==> src/rtl/voting_pkg.sv <==
// rtl/voting_pkg.sv - shared types and constants for the ballot station
// Purpose: station FSM state type, candidate index width, default candidate count.
// Ports: none (package).
package voting_pkg;

   typedef enum logic [2:0] {
      IDLE,
      ARMED,
      SELECTED,
      CAST,
      LOCKED
   } station_state_t;

   localparam int CAND_ID_W = 4;
   localparam int MAX_CAND  = 16;

endpackage

==> src/rtl/onehot_encoder.sv <==
// rtl/onehot_encoder.sv - one-hot vector to index encoder
// Purpose: converts a candidate press vector to a zero-extended index and flags
//          whether exactly one bit is set.
// Ports:
//   i_vec        in  WIDTH      candidate vector
//   o_index      out CAND_ID_W  index of the set bit (meaningful when o_is_onehot)
//   o_is_onehot  out 1          exactly one bit of i_vec is set
module onehot_encoder
   import voting_pkg::*;
#(
   parameter int WIDTH = MAX_CAND
) (
   input  logic [WIDTH-1:0]     i_vec,
   output logic [CAND_ID_W-1:0] o_index,
   output logic                 o_is_onehot
);

   always_comb begin
      o_index = '0;
      for (int i = 0; i < WIDTH; i++) begin
         if (i_vec[i]) begin
            o_index = CAND_ID_W'(i);
         end
      end
   end

   // Non-zero and clearing the lowest set bit leaves nothing.
   assign o_is_onehot = (i_vec != '0) && ((i_vec & (i_vec - WIDTH'(1))) == '0);

endmodule

==> src/rtl/ballot_station.sv <==
// rtl/ballot_station.sv - voter-facing front end producing the vote strobe
// Purpose: officer arms a session, a voter selects one candidate and confirms
//          or cancels; exactly one vote strobe per arming, inactivity timeout.
// Ports:
//   clk              in  1         system clock, rising edge
//   reset            in  1         asynchronous active-high reset
//   officer_enable   in  1         level, authorises one session
//   cand_btn         in  NUM_CAND  candidate buttons (level)
//   confirm_btn      in  1         confirm button (level)
//   cancel_btn       in  1         cancel button (level)
//   valid_vote       out 1         one-cycle vote strobe
//   candidate        out 4         selected candidate index
//   ready            out 1         session open (ARMED or SELECTED)
//   selection_valid  out 1         a candidate is selected
//   timeout_pulse    out 1         one-cycle pulse on timeout abort
//   ballots_cast     out CNT_W     saturating strobe count
module ballot_station
   import voting_pkg::*;
#(
   parameter int NUM_CAND       = 4,
   parameter int TIMEOUT_CYCLES = 1000,
   parameter int CNT_W          = 16
) (
   input  logic                 clk,
   input  logic                 reset,
   input  logic                 officer_enable,
   input  logic [NUM_CAND-1:0]  cand_btn,
   input  logic                 confirm_btn,
   input  logic                 cancel_btn,
   output logic                 valid_vote,
   output logic [CAND_ID_W-1:0] candidate,
   output logic                 ready,
   output logic                 selection_valid,
   output logic                 timeout_pulse,
   output logic [CNT_W-1:0]     ballots_cast
);

   localparam int TIMER_W = $clog2(TIMEOUT_CYCLES);
   localparam logic [TIMER_W-1:0] TIMER_LAST = TIMER_W'(TIMEOUT_CYCLES - 1);

   station_state_t        r_state;
   station_state_t        w_next_state;
   logic [NUM_CAND-1:0]   r_cand_prev;
   logic                  r_confirm_prev;
   logic                  r_cancel_prev;
   logic [TIMER_W-1:0]    r_timer;
   logic [CAND_ID_W-1:0]  r_candidate;
   logic [CNT_W-1:0]      r_count;

   logic [NUM_CAND-1:0]   w_cand_press;
   logic                  w_confirm_press;
   logic                  w_cancel_press;
   logic [CAND_ID_W-1:0]  w_sel_idx;
   logic                  w_sel_onehot;
   logic                  w_timer_clr;
   logic                  w_timer_inc;
   logic                  w_latch_cand;
   logic                  w_timeout;

   // Rising-edge detection: only fresh presses act, held levels are ignored.
   assign w_cand_press    = cand_btn & ~r_cand_prev;
   assign w_confirm_press = confirm_btn & ~r_confirm_prev;
   assign w_cancel_press  = cancel_btn & ~r_cancel_prev;

   onehot_encoder #(
      .WIDTH (NUM_CAND)
   ) u_onehot_encoder (
      .i_vec       (w_cand_press),
      .o_index     (w_sel_idx),
      .o_is_onehot (w_sel_onehot)
   );

   always_ff @(posedge clk or posedge reset) begin
      if (reset) begin
         r_state        <= IDLE;
         r_cand_prev    <= '0;
         r_confirm_prev <= 1'b0;
         r_cancel_prev  <= 1'b0;
         r_timer        <= '0;
         r_candidate    <= '0;
         r_count        <= '0;
      end else begin
         r_state        <= w_next_state;
         r_cand_prev    <= cand_btn;
         r_confirm_prev <= confirm_btn;
         r_cancel_prev  <= cancel_btn;
         if (w_timer_clr) begin
            r_timer <= '0;
         end else if (w_timer_inc) begin
            r_timer <= r_timer + 1'b1;
         end
         if (w_latch_cand) begin
            r_candidate <= w_sel_idx;
         end
         // Count on leaving CAST, so a reset during the strobe never counts it.
         if (r_state == CAST && r_count != '1) begin
            r_count <= r_count + 1'b1;
         end
      end
   end

   // Priority in an open session: withdrawal, cancel, confirm, candidate, timeout.
   always_comb begin
      w_next_state = r_state;
      w_timer_clr  = 1'b0;
      w_timer_inc  = 1'b0;
      w_latch_cand = 1'b0;
      w_timeout    = 1'b0;
      case (r_state)
         IDLE: begin
            if (officer_enable) begin
               w_next_state = ARMED;
               w_timer_clr  = 1'b1;
            end
         end
         ARMED, SELECTED: begin
            if (!officer_enable) begin
               w_next_state = IDLE;
            end else if (w_cancel_press) begin
               w_next_state = LOCKED;
            end else if (w_confirm_press && r_state == SELECTED) begin
               w_next_state = CAST;
            end else if (w_sel_onehot) begin
               w_next_state = SELECTED;
               w_latch_cand = 1'b1;
               w_timer_clr  = 1'b1;
            end else if (r_timer == TIMER_LAST) begin
               w_next_state = LOCKED;
               w_timeout    = 1'b1;
            end else begin
               w_timer_inc  = 1'b1;
            end
         end
         CAST: begin
            w_next_state = LOCKED;
         end
         LOCKED: begin
            if (!officer_enable) begin
               w_next_state = IDLE;
            end
         end
         default: begin
            w_next_state = IDLE;
         end
      endcase
   end

   assign valid_vote      = (r_state == CAST);
   assign ready           = (r_state == ARMED) || (r_state == SELECTED);
   assign selection_valid = (r_state == SELECTED);
   assign timeout_pulse   = w_timeout;
   assign candidate       = r_candidate;
   assign ballots_cast    = r_count;

endmodule
==> config.mk <==
export PLATFORM = sky130hd
export DESIGN_NAME = ballot_station
export DESIGN_NICKNAME = d
export VERILOG_FILES = /design/src/rtl/voting_pkg.sv /design/src/rtl/onehot_encoder.sv /design/src/rtl/ballot_station.sv
export SDC_FILE = /design/constraint.sdc
export NUM_CORES = 1
export LEC_CHECK = 0
export ABC_AREA = 1
export CORE_MARGIN = 2
export CORE_UTILIZATION = 26
export CTS_BUF_LIST = sky130_fd_sc_hd__clkbuf_2
export CTS_CLUSTER_DIAMETER = 100
export DETAILED_ROUTE_END_ITERATION = 12
export PLACE_DENSITY = 0.48
export SKIP_LAST_GASP = 1
export SLEW_MARGIN = 30
export SYNTH_ARGS = -nofsm -noshare
export SYNTH_HDL_FRONTEND = slang
export SYNTH_SLANG_ARGS = --single-unit
export TNS_END_PERCENT = 1
==> constraint.sdc <==
create_clock -name clk -period 1.88 [get_ports clk]
set_clock_uncertainty 0.15 [all_clocks]
set_input_delay 0.376 -clock clk [delete_from_list [all_inputs] [get_ports clk]]
set_output_delay 0.376 -clock clk [all_outputs]
set_load 0.01 [all_outputs]
==> qor.yml <==
run_status:
  status: "complete, but fails checks"
  violations: "negative setup slack"
setup_path:
  cp-start-kind: "primary input"
  ff2ff_setup_slack_ps: 0
  r2r-start: "r_state[0]"
  cp_slowest_cell: "clkdlybuf4s50_1"
  crit_arrival_ps: 1540
  cp_max_fo: 3
  crit_start: "cand_btn[3]"
  path_buf_inv: 3
  crit_top_cell: "nand2_1"
  cp-end-kind: "output port"
  crit_end: "timeout_pulse"
  cp_top_family: "buffers and inverters"
  required_ps: 1350
  reg2reg_to: "r_timer[0]"
  slowest_delay_ps: 500
  worstSetupPathType: "primary input to output port"
  crit_cells: 10
  timing.critical_path.cells: "clkdlybuf4s50_1, inv_1, nor2_1, nand2_1, nand2_1, nand2_1, nand2_1, nand2_1, nor2_1, buf_2"
  rr_worst_depth: 12
logic_synthesis:
  synthTopCellsByArea: "dfrtp_1 42%, nand2_1 13%, inv_1 7.1%"
  yosys_register_bits: 37
  yosysWarningCount: 0
  synth_edf_count: 0
  netlist_instances: 291
  post_synth.cell_area_avg_um2: 7.63
  synth_async_sr_flop_share_pct: 100
  synth_ff_type: "dfrtp_1"
  synth_top_area_share_pct: 41.7
  yosysTopAreaCell: "dfrtp_1"
  yosysSeqAreaShare_pct: 41.7
  syn_area_mm2: 0.00222
  ys_types: 30
die:
  core_mm2: 0.00826
  num_io_pins: 33
  initial_core_util_pct: 26.9
  rows: 33
  die_h_um: 96.4
  die_area_mm2: 0.00930
  fp.dieW_um: 96.4
place:
  portBuffers: 30
  pre_cts_ws_ps: -603
  dp_hpwl_mm: 3.69
  place_congestion: 0.788
clock_network:
  worst_skew_pair.late_latency_ps: 390
  clock_sinks: 37
  h-tree-depth: 2
  cts_tree: "done"
  clockBufferDepth: 2
  numCtsBuffers: 5
  path_clk_slew_ps: 210
  clockRootBuffer: "clkbuf_2"
power:
  sw_frac_of_total_pct: 36.0
  p_leak_nw: 1.47
  power_frac_comb_pct: 41.2
  ir_worst_vdd_mv: 0.470
  p_sw_mw: 0.909
  power_density_mw_per_mm2: 836
  clock_power_share_pct: 20.6
  p_seq_share_pct: 38.2
  p_int_mw: 1.62
timing:
  final_hold_viol_count: 0
  slew_viol_final: 0
  period_share_pct: 110
  fmax_mhz: 485
  hold-worst-slack_ps: 149
  setup_viol: 20
  rsz0062_at_grt: "yes"
  post-route-min-period_ps: 2060
  timing.final.ws_setup_ps: -184
  fin_tns_setup_ps: -1530
run:
  maxCapViolCount: 0
grt:
  grt_overflow: 0
  grt_pass1_vias: 1991
  gr-usage-all-layers_pct: 12.0
  grt_pass1_wl_mm: 8.76
  antenna_found_initial: 0
  grt_max_degree: 38
route:
  final_antenna_net_count: 0
  first_pass_iters: 4
  vias_per_cell: 4.21
  drt_wl_total_mm: 4.98
  wl_per_cell_um: 10.5
  via_count: 1996
  drcViolationCount: 0
  drt_iter0_markers: 61
finish:
  area_growth_pct: 35.9
  n_fill_cell: 888
  n_antenna_cell: 0
  drive_gt1_share_pct: 20.9
  fin_nets: 379
worst_hold_path:
  hp-class: "primary input to async pin"
[metrics by stage]
stage | cell area, um^2 | utilization, % | power (mW) | cells
floorplan | 2220 | - | 1.56 | 292
global placement | 2910 | 35.2 | 1.98 | 461
detailed placement | 2910 | 35.2 | 1.99 | 461
CTS | 3020 | 36.6 | 2.57 | 474
global route | 3020 | 36.6 | 2.73 | 474
finish | 3020 | 36.6 | 2.53 | 474
[cells in the final DEF, fill, tap and decap left out, drive strengths merged]
master         instances
a21oi                  4
nor3                  14
nand4                  4
clkdlybuf4s50         26
clkdlybuf4s15          1
buf                   46
dlygate4sd2            2
a31oi                  1
o21ai                 13
inv                   46
nand3b                 4
xor2                  15
xnor2                  3
nand3                 31
clkbuf                 6
nand2                 81
clkinv                 2
nor4                   1
dfrtp                 37
nor2                  26
nor3b                  1
conb                   2
ha                     2
bufinv                 1
[kinds of logic after synthesis]
| kind of cell | count (synthesis) | synth area share (%) |
|---|---|---|
| AOI/OAI and AO/OA | 18 | 4.28 |
| xor gates and xnor gates | 18 | 7.10 |
| adders and majority gates | 2 | 1.13 |
| buffers and inverters | 53 | 10.6 |
| DFF | 37 | 41.7 |
| other | 1 | 0.169 |
| and+or+nand+nor | 162 | 35.0 |
[area by class of cell]
class                   instances  area [um^2]  area share [%]
clock buffers                   6         30.0           0.995
clock inverters                 2         38.8            1.28
inverters                      47          176            5.84
multi-input cells             202         1070            35.4
flip-flops and latches         37          926            30.7
well taps                     105          131            4.35
repair buffers                 75          647            21.4
[worst min-delay path by stage]
stage | to | from | cells after the start | slack (ps)
floorplan | r_cancel_prev | cancel_btn | 0 | 260
global placement | ballots_cast[14] | ballots_cast[14] | 1 | 360
detailed placement | ballots_cast[14] | ballots_cast[14] | 1 | 360
CTS | ballots_cast[14] | reset | 3 | 130
global route | ballots_cast[13] | reset | 3 | 130
finish | ballots_cast[13] | reset | 3 | 150
[what timing repair did]
| action | CTS | global route |
|---|---|---|
| endpoints found under the setup margin | 21 | 35 |
| buffers inserted | 5 | 0 |
| endpoints found under the hold margin | 0 | 0 |
| resized for setup | 12 | 0 |
| hold buffers | 0 | 0 |
| pin swaps | 5 | 1 |
[layer usage]
layer / wire, um / share of wire [%] / GRT usage, % / up-vias
met3: 192 / 3.9 / 2.79 / 5
met5: 0 / 0 / 0 / -
met1: 2400 / 48 / 14.9 / 902
met4: 55 / 1.1 / 3.17 / 0
met2: 2330 / 47 / 20.9 / 29
li1: - / - / - / 1060
[synthesized netlist by cell type (2+ instances only)]
| master | n |
|---|---|
| nand3_2 | 5 |
| inv_1 | 42 |
| xor2_1 | 15 |
| inv_2 | 4 |
| o21ai_0 | 7 |
| nand2_1 | 77 |
| buf_4 | 3 |
| nand2_2 | 4 |
| ha_1 | 2 |
| nor2_1 | 21 |
| buf_6 | 2 |
| dfrtp_1 | 37 |
| xnor2_1 | 3 |
| nand3_1 | 26 |
| a21oi_1 | 4 |
| nor2_4 | 3 |
| nor3_1 | 13 |
| nand4_1 | 4 |
| o21ai_1 | 5 |
| nand3b_1 | 4 |
[worst reg2reg max path, cell delays in order (launching register included)]
cell	delay (ps)
dfrtp_1	450
inv_2	70
nand3_2	90
buf_6	130
nor2_4	120
buf_4	120
buf_4	90
inv_2	30
nand2_2	70
nor2_4	50
nor2_8	220
nand2_1	90
a21oi_1	130
[flip-flops by register name, summed over array words and instances, names as in the netlist]
| name | count |
|---|---|
| r_timer | 10 |
| candidate | 2 |
| r_cancel_prev | 1 |
| r_state | 3 |
| ballots_cast | 16 |
| r_cand_prev | 4 |
| r_confirm_prev | 1 |
[power groups by stage]
stage / Combinational [mW] / Sequential (mW) / Clock (mW)
after floorplan: 0.551 / 1.01 / 0
after global placement: 1.00 / 0.977 / 0
after detailed placement: 1.01 / 0.980 / 0
after CTS: 1.05 / 0.966 / 0.554
after global routing: 1.16 / 0.983 / 0.587
final: 1.04 / 0.964 / 0.521
No activity file was read; power rests on OpenSTA's default activity.
